File: config.mk
export PLATFORM = sky130hd
export DESIGN_NAME = bcd_counter_ndigit_flat
export DESIGN_NICKNAME = d
export VERILOG_FILES = /design/src/rtl/bcd_counter_ndigit_if.sv /design/src/rtl/bcd_counter_ndigit.sv /design/src/flat_wrapper.sv
export SDC_FILE = /design/constraint.sdc
export NUM_CORES = 1
export LEC_CHECK = 0
export ABC_AREA = 1
export CAP_MARGIN = 20
export CORE_MARGIN = 10
export CORE_UTILIZATION = 45
export DETAILED_ROUTE_END_ITERATION = 6
export GPL_TIMING_DRIVEN = 0
export PLACE_DENSITY = 0.74
export SYNTH_ARGS = -nofsm -noshare
export SYNTH_HDL_FRONTEND = slang
export SYNTH_SLANG_ARGS = --single-unit
File: constraint.sdc
create_clock -name clk -period 5.06 [get_ports clk]
set_input_delay 0.759 -clock clk [delete_from_list [all_inputs] [get_ports clk]]
set_output_delay 0.759 -clock clk [all_outputs]
set_load 0.1 [all_outputs]
File: src/rtl/bcd_counter_ndigit_if.sv
// Control and status bundle for the N-digit BCD counter.
// The master side drives controls and the terminal value; the slave side returns the count and flags.
interface bcd_counter_ndigit_if #(
   parameter int unsigned DIGITS = 2
);
   localparam int unsigned W = 4 * DIGITS;

   logic         clear;
   logic         load;
   logic [W-1:0] load_val;
   logic         en;
   logic         up;
   logic [W-1:0] top;
   logic [W-1:0] count;
   logic         rollover;
   logic         at_top;
   logic         at_zero;
   logic         load_err;

   modport master (
      output clear, load, load_val, en, up, top,
      input  count, rollover, at_top, at_zero, load_err
   );

   modport slave (
      input  clear, load, load_val, en, up, top,
      output count, rollover, at_top, at_zero, load_err
   );
endinterface

File: src/rtl/bcd_counter_ndigit.sv
// Parametrised N-digit packed-BCD up/down counter with a programmable terminal value.
// Supports wrap or saturate at the limits; the carry and borrow ripple through every digit in one cycle.
module bcd_counter_ndigit #(
   parameter int unsigned DIGITS   = 2,
   parameter bit          SATURATE = 1'b0
) (
   input logic                clk,
   input logic                reset,
   bcd_counter_ndigit_if.slave bus
);
   localparam int unsigned W = 4 * DIGITS;

   logic [W-1:0] count_q, count_nxt;
   logic         roll_q, roll_nxt;
   logic         lerr_q, lerr_nxt;
   logic [W-1:0] top_clamped;
   logic [W-1:0] load_clamped;
   logic         load_bad;
   logic [W-1:0] count_inc;
   logic [W-1:0] count_dec;

   // Force every digit into 0..9 so that the comparisons and the wrap targets remain valid BCD.
   function automatic logic [W-1:0] clamp_digits(input logic [W-1:0] v);
      logic [W-1:0] r;
      r = '0;
      for (int unsigned i = 0; i < DIGITS; i++)
         r[4*i +: 4] = (v[4*i +: 4] > 4'd9) ? 4'd9 : v[4*i +: 4];
      return r;
   endfunction

   function automatic logic has_bad_digit(input logic [W-1:0] v);
      logic bad;
      bad = 1'b0;
      for (int unsigned i = 0; i < DIGITS; i++)
         if (v[4*i +: 4] > 4'd9) bad = 1'b1;
      return bad;
   endfunction

   function automatic logic [W-1:0] bcd_inc(input logic [W-1:0] v);
      logic [W-1:0] r;
      logic         carry;
      r     = v;
      carry = 1'b1;
      for (int unsigned i = 0; i < DIGITS; i++) begin
         if (carry) begin
            if (v[4*i +: 4] == 4'd9) begin
               r[4*i +: 4] = 4'd0;
            end else begin
               r[4*i +: 4] = 4'(v[4*i +: 4] + 4'd1);
               carry       = 1'b0;
            end
         end
      end
      return r;
   endfunction

   function automatic logic [W-1:0] bcd_dec(input logic [W-1:0] v);
      logic [W-1:0] r;
      logic         borrow;
      r      = v;
      borrow = 1'b1;
      for (int unsigned i = 0; i < DIGITS; i++) begin
         if (borrow) begin
            if (v[4*i +: 4] == 4'd0) begin
               r[4*i +: 4] = 4'd9;
            end else begin
               r[4*i +: 4] = 4'(v[4*i +: 4] - 4'd1);
               borrow      = 1'b0;
            end
         end
      end
      return r;
   endfunction

   assign top_clamped  = clamp_digits(bus.top);
   assign load_clamped = clamp_digits(bus.load_val);
   assign load_bad     = has_bad_digit(bus.load_val);
   assign count_inc    = bcd_inc(count_q);
   assign count_dec    = bcd_dec(count_q);

   // Valid BCD words order the same way as their binary encodings, so plain compares are enough.
   always_comb begin
      count_nxt = count_q;
      roll_nxt  = 1'b0;
      lerr_nxt  = 1'b0;
      if (bus.clear) begin
         count_nxt = '0;
      end else if (bus.load) begin
         count_nxt = load_clamped;
         lerr_nxt  = load_bad;
      end else if (bus.en) begin
         if (bus.up) begin
            if (count_q < top_clamped) begin
               count_nxt = count_inc;
            end else if (SATURATE) begin
               count_nxt = top_clamped;
            end else begin
               count_nxt = '0;
               roll_nxt  = 1'b1;
            end
         end else begin
            if (count_q == '0) begin
               if (!SATURATE) begin
                  count_nxt = top_clamped;
                  roll_nxt  = 1'b1;
               end
            end else if (count_q > top_clamped) begin
               count_nxt = top_clamped;
            end else begin
               count_nxt = count_dec;
            end
         end
      end
   end

   always_ff @(posedge clk or posedge reset) begin
      if (reset) begin
         count_q <= '0;
         roll_q  <= 1'b0;
         lerr_q  <= 1'b0;
      end else begin
         count_q <= count_nxt;
         roll_q  <= roll_nxt;
         lerr_q  <= lerr_nxt;
      end
   end

   assign bus.count    = count_q;
   assign bus.rollover = roll_q;
   assign bus.load_err = lerr_q;
   assign bus.at_top   = (count_q == top_clamped);
   assign bus.at_zero  = (count_q == '0);
endmodule

File: src/flat_wrapper.sv
// flat-port wrapper written by rule: the top's interface ports become plain ports
module bcd_counter_ndigit_flat 
#(
   parameter int unsigned DIGITS   = 2,
   parameter bit          SATURATE = 1'b0
)
  (clk, reset, bus_clear, bus_load, bus_load_val, bus_en, bus_up, bus_top, bus_count, bus_rollover, bus_at_top, bus_at_zero, bus_load_err);
  bcd_counter_ndigit_if #(.DIGITS(DIGITS)) bus_i ();
  input logic clk;
  input logic reset;
  input wire logic [$bits(bus_i.clear)-1:0] bus_clear;
  input wire logic [$bits(bus_i.load)-1:0] bus_load;
  input wire logic [$bits(bus_i.load_val)-1:0] bus_load_val;
  input wire logic [$bits(bus_i.en)-1:0] bus_en;
  input wire logic [$bits(bus_i.up)-1:0] bus_up;
  input wire logic [$bits(bus_i.top)-1:0] bus_top;
  output wire logic [$bits(bus_i.count)-1:0] bus_count;
  output wire logic [$bits(bus_i.rollover)-1:0] bus_rollover;
  output wire logic [$bits(bus_i.at_top)-1:0] bus_at_top;
  output wire logic [$bits(bus_i.at_zero)-1:0] bus_at_zero;
  output wire logic [$bits(bus_i.load_err)-1:0] bus_load_err;
  assign bus_i.clear = bus_clear;
  assign bus_i.load = bus_load;
  assign bus_i.load_val = bus_load_val;
  assign bus_i.en = bus_en;
  assign bus_i.up = bus_up;
  assign bus_i.top = bus_top;
  assign bus_count = bus_i.count;
  assign bus_rollover = bus_i.rollover;
  assign bus_at_top = bus_i.at_top;
  assign bus_at_zero = bus_i.at_zero;
  assign bus_load_err = bus_i.load_err;
  bcd_counter_ndigit #(.DIGITS(DIGITS), .SATURATE(SATURATE)) u_core (.clk(clk), .reset(reset), .bus(bus_i));
endmodule
==> flow_metrics.tcl <==
set metrics [dict create \
    required_ps 4300 \
    outcome "complete, no violations" \
    crit_fanout 3 \
    drc 0 \
    drv_slew 0 \
    initial_core_util_pct 48.1 \
    setup_viol 0 \
    p_leak_uw 0.000953 \
    syn_inst 221 \
    dieArea_mm2 0.00559 \
    hold-path-endpoint "u_core.bus.count[5]" \
    post-dp-hpwl_mm 2.82 \
    drt_iter0_drc 94 \
    die_w_um 74.8 \
    r2r_end "u_core.bus.count[4]" \
    clockBufferDepth 2 \
    crit_path_end_kind "output pin" \
    ir_drop_uv 198 \
    layout-drive-gt1-share_pct 9.34 \
    synth_cell_types 25 \
    cellPowerDensity_mw_per_mm2 298 \
    synth-seq-cells 10 \
    root_buffer "clkbuf_4" \
    netlist_area_mm2 0.00135 \
    grt_pass1_wl_mm 6.08 \
    regToRegStartpoint "u_core.bus.count[0]" \
    rrSetupSlack_ps 3050 \
    synthMuxAreaShare_pct 0 \
    globalRoute.totalOverflow 0 \
    rows 19 \
    cts_buffers 3 \
    post-route-period-util_pct 80.9 \
    rsz0062_at_grt "no" \
    htreeDepth 1 \
    drt_wl_total_mm 3.48 \
    worstHoldStart "u_core.bus.count[5]" \
    synth_fa_ha_area_share_pct 13.0 \
    viasPerCell 4.98 \
    drt-pass1-iter-count 4 \
    portBuffers 32 \
    timing.fmax_mhz 244 \
    hold_depth 2 \
    startpoint_type "input pin" \
    clkTransAtPathRegs_ps 60 \
    cts_resized 0 \
    hold_path_class "register to register" \
    wl_per_cell_um 12.1 \
    setup-tns-final_ps 0 \
    synth-xor-area-share_pct 2.59 \
    finalCoreUtilization_pct 62.2 \
    grt_start_max_net_pins 11 \
    synth_simple_gate_area_share_pct 45.4 \
    synth.avg_cell_area_um2 6.11 \
    clock_skew_ps 0.326 \
    seq_area_frac_synth_pct 18.5 \
    r2r_cells 16 \
    relSlewSlack_pct 33.9 \
    syn_nets 257 \
    synth_top_family_by_area "simple AND/OR/NAND/NOR gates" \
    tritoncts "done" \
    drv_cap 0 \
    post_cts_buffers 0 \
    insertion_delay_ps 260 \
    grt_usage_pct 13.3 \
    cts_sinks 10 \
    grt_pass1_vias 1368 \
    syn2layout_area_growth_pct 29.3 \
    worstMarginPinSlew_ps 988 \
    worstPathArrival_ps 3330 \
    synth-compound-area-share_pct 9.27 \
    drtAntennaViolNets 0 \
    finalHoldViolations 0 \
    critPathKind "input pin to output pin" \
    n_antenna_cell 0 \
    final_cell_mix "nand2_1, inv_1, clkdlybuf4s50_1, nand3_1, nor2_1" \
    die_y_um 74.8 \
    vias 1434 \
    gp_congestion 0.824 \
    final_nets 294 \
    antenna_found_initial 0 \
    final_common_cell "nand2_1" \
    io_pins 34 \
    synth_warnings 0 \
    coreArea_mm2 0.00281 \
    hold_buffers 0 \
    period_needed_ps 4090 \
]
==> cell type report <==
class,instances,area [um2]
sequential,10,250
clock buffer,4,36.3
multi-input combinational,172,948
tap,31,38.8
inverter,37,141
buffer,2,10.0
fill,278,1060
timing repair buffer,32,320
==> registers in the layout, indices dropped and copies added (netlist names) <==
signal	count
u_core.bus.count	8
u_core.bus.load_err	1
u_core.bus.rollover	1
==> metal layers <==
layer  vias up  wire length, um  GRT usage (%)
li1        778                -              -
met1       620             1650           16.8
met2        31             1570           21.9
met3         5              211           3.42
met4         0               37           3.36
met5         -                0              0
==> worst max-delay path, stage by stage <==
cell             delay, ps
clkdlybuf4s50_1        410
o21ai_0                220
nand2_1                110
ha_1                   310
nand2_1                 80
nor2_2                 120
nand4_1                130
inv_1                   70
clkdlybuf4s50_1       1120
==> cell families after synthesis <==
group / count (synthesis)
flip-flops: 10
adder cells (fa/ha/maj): 14
buffers and inverters: 39
XOR/XNOR: 4
AND/OR/NAND/NOR: 130
AO/OA/AOI/OAI: 24
==> synthesized netlist by cell type, drive strengths merged <==
cell | number | area share, %
and2 | 1 | 0.46
buf | 2 | 0.74
inv | 36 | 10
nand4 | 3 | 1.4
a31oi | 2 | 0.93
dfrtp | 10 | 19
nand3 | 27 | 13
nor3 | 1 | 0.37
or2 | 3 | 1.4
nor2 | 19 | 6.4
o21ai | 14 | 5.2
a21oi | 7 | 2.6
o31ai | 1 | 0.56
clkinv | 1 | 0.28
xor2 | 4 | 2.6
ha | 14 | 13
nand2 | 76 | 22
==> worst max-delay path by stage <==
stage | end | start
floorplan | bus_at_top | u_core.bus.count[0]
global placement | bus_at_top | bus_top[5]
detailed placement | bus_at_top | bus_top[5]
CTS | bus_at_top | bus_top[5]
global route | bus_at_top | bus_top[5]
finish | bus_at_top | bus_top[5]
==> where the power goes <==
part | internal (uW) | total [uW] | switching (uW)
clock | 43.7 | 70.8 | 27.1
sequential | 90.2 | 113 | 22.6
combinational | 109 | 337 | 228
total | 243 | 521 | 278
==> metrics by stage <==
step           area (um2)  instances  setup slack [ps]  total power, uW  hold WS [ps]
6_report             1750        288               967              521           609
5_1_grt              1750        288               801              566           670
4_1_cts              1750        288               940              526           609
3_5_place_dp         1710        284               951              452           589
3_3_place_gp         1710        284               958              449           598
2_1_floorplan        1350        221              2050              368           599
Power figures use the tool's default switching activity.
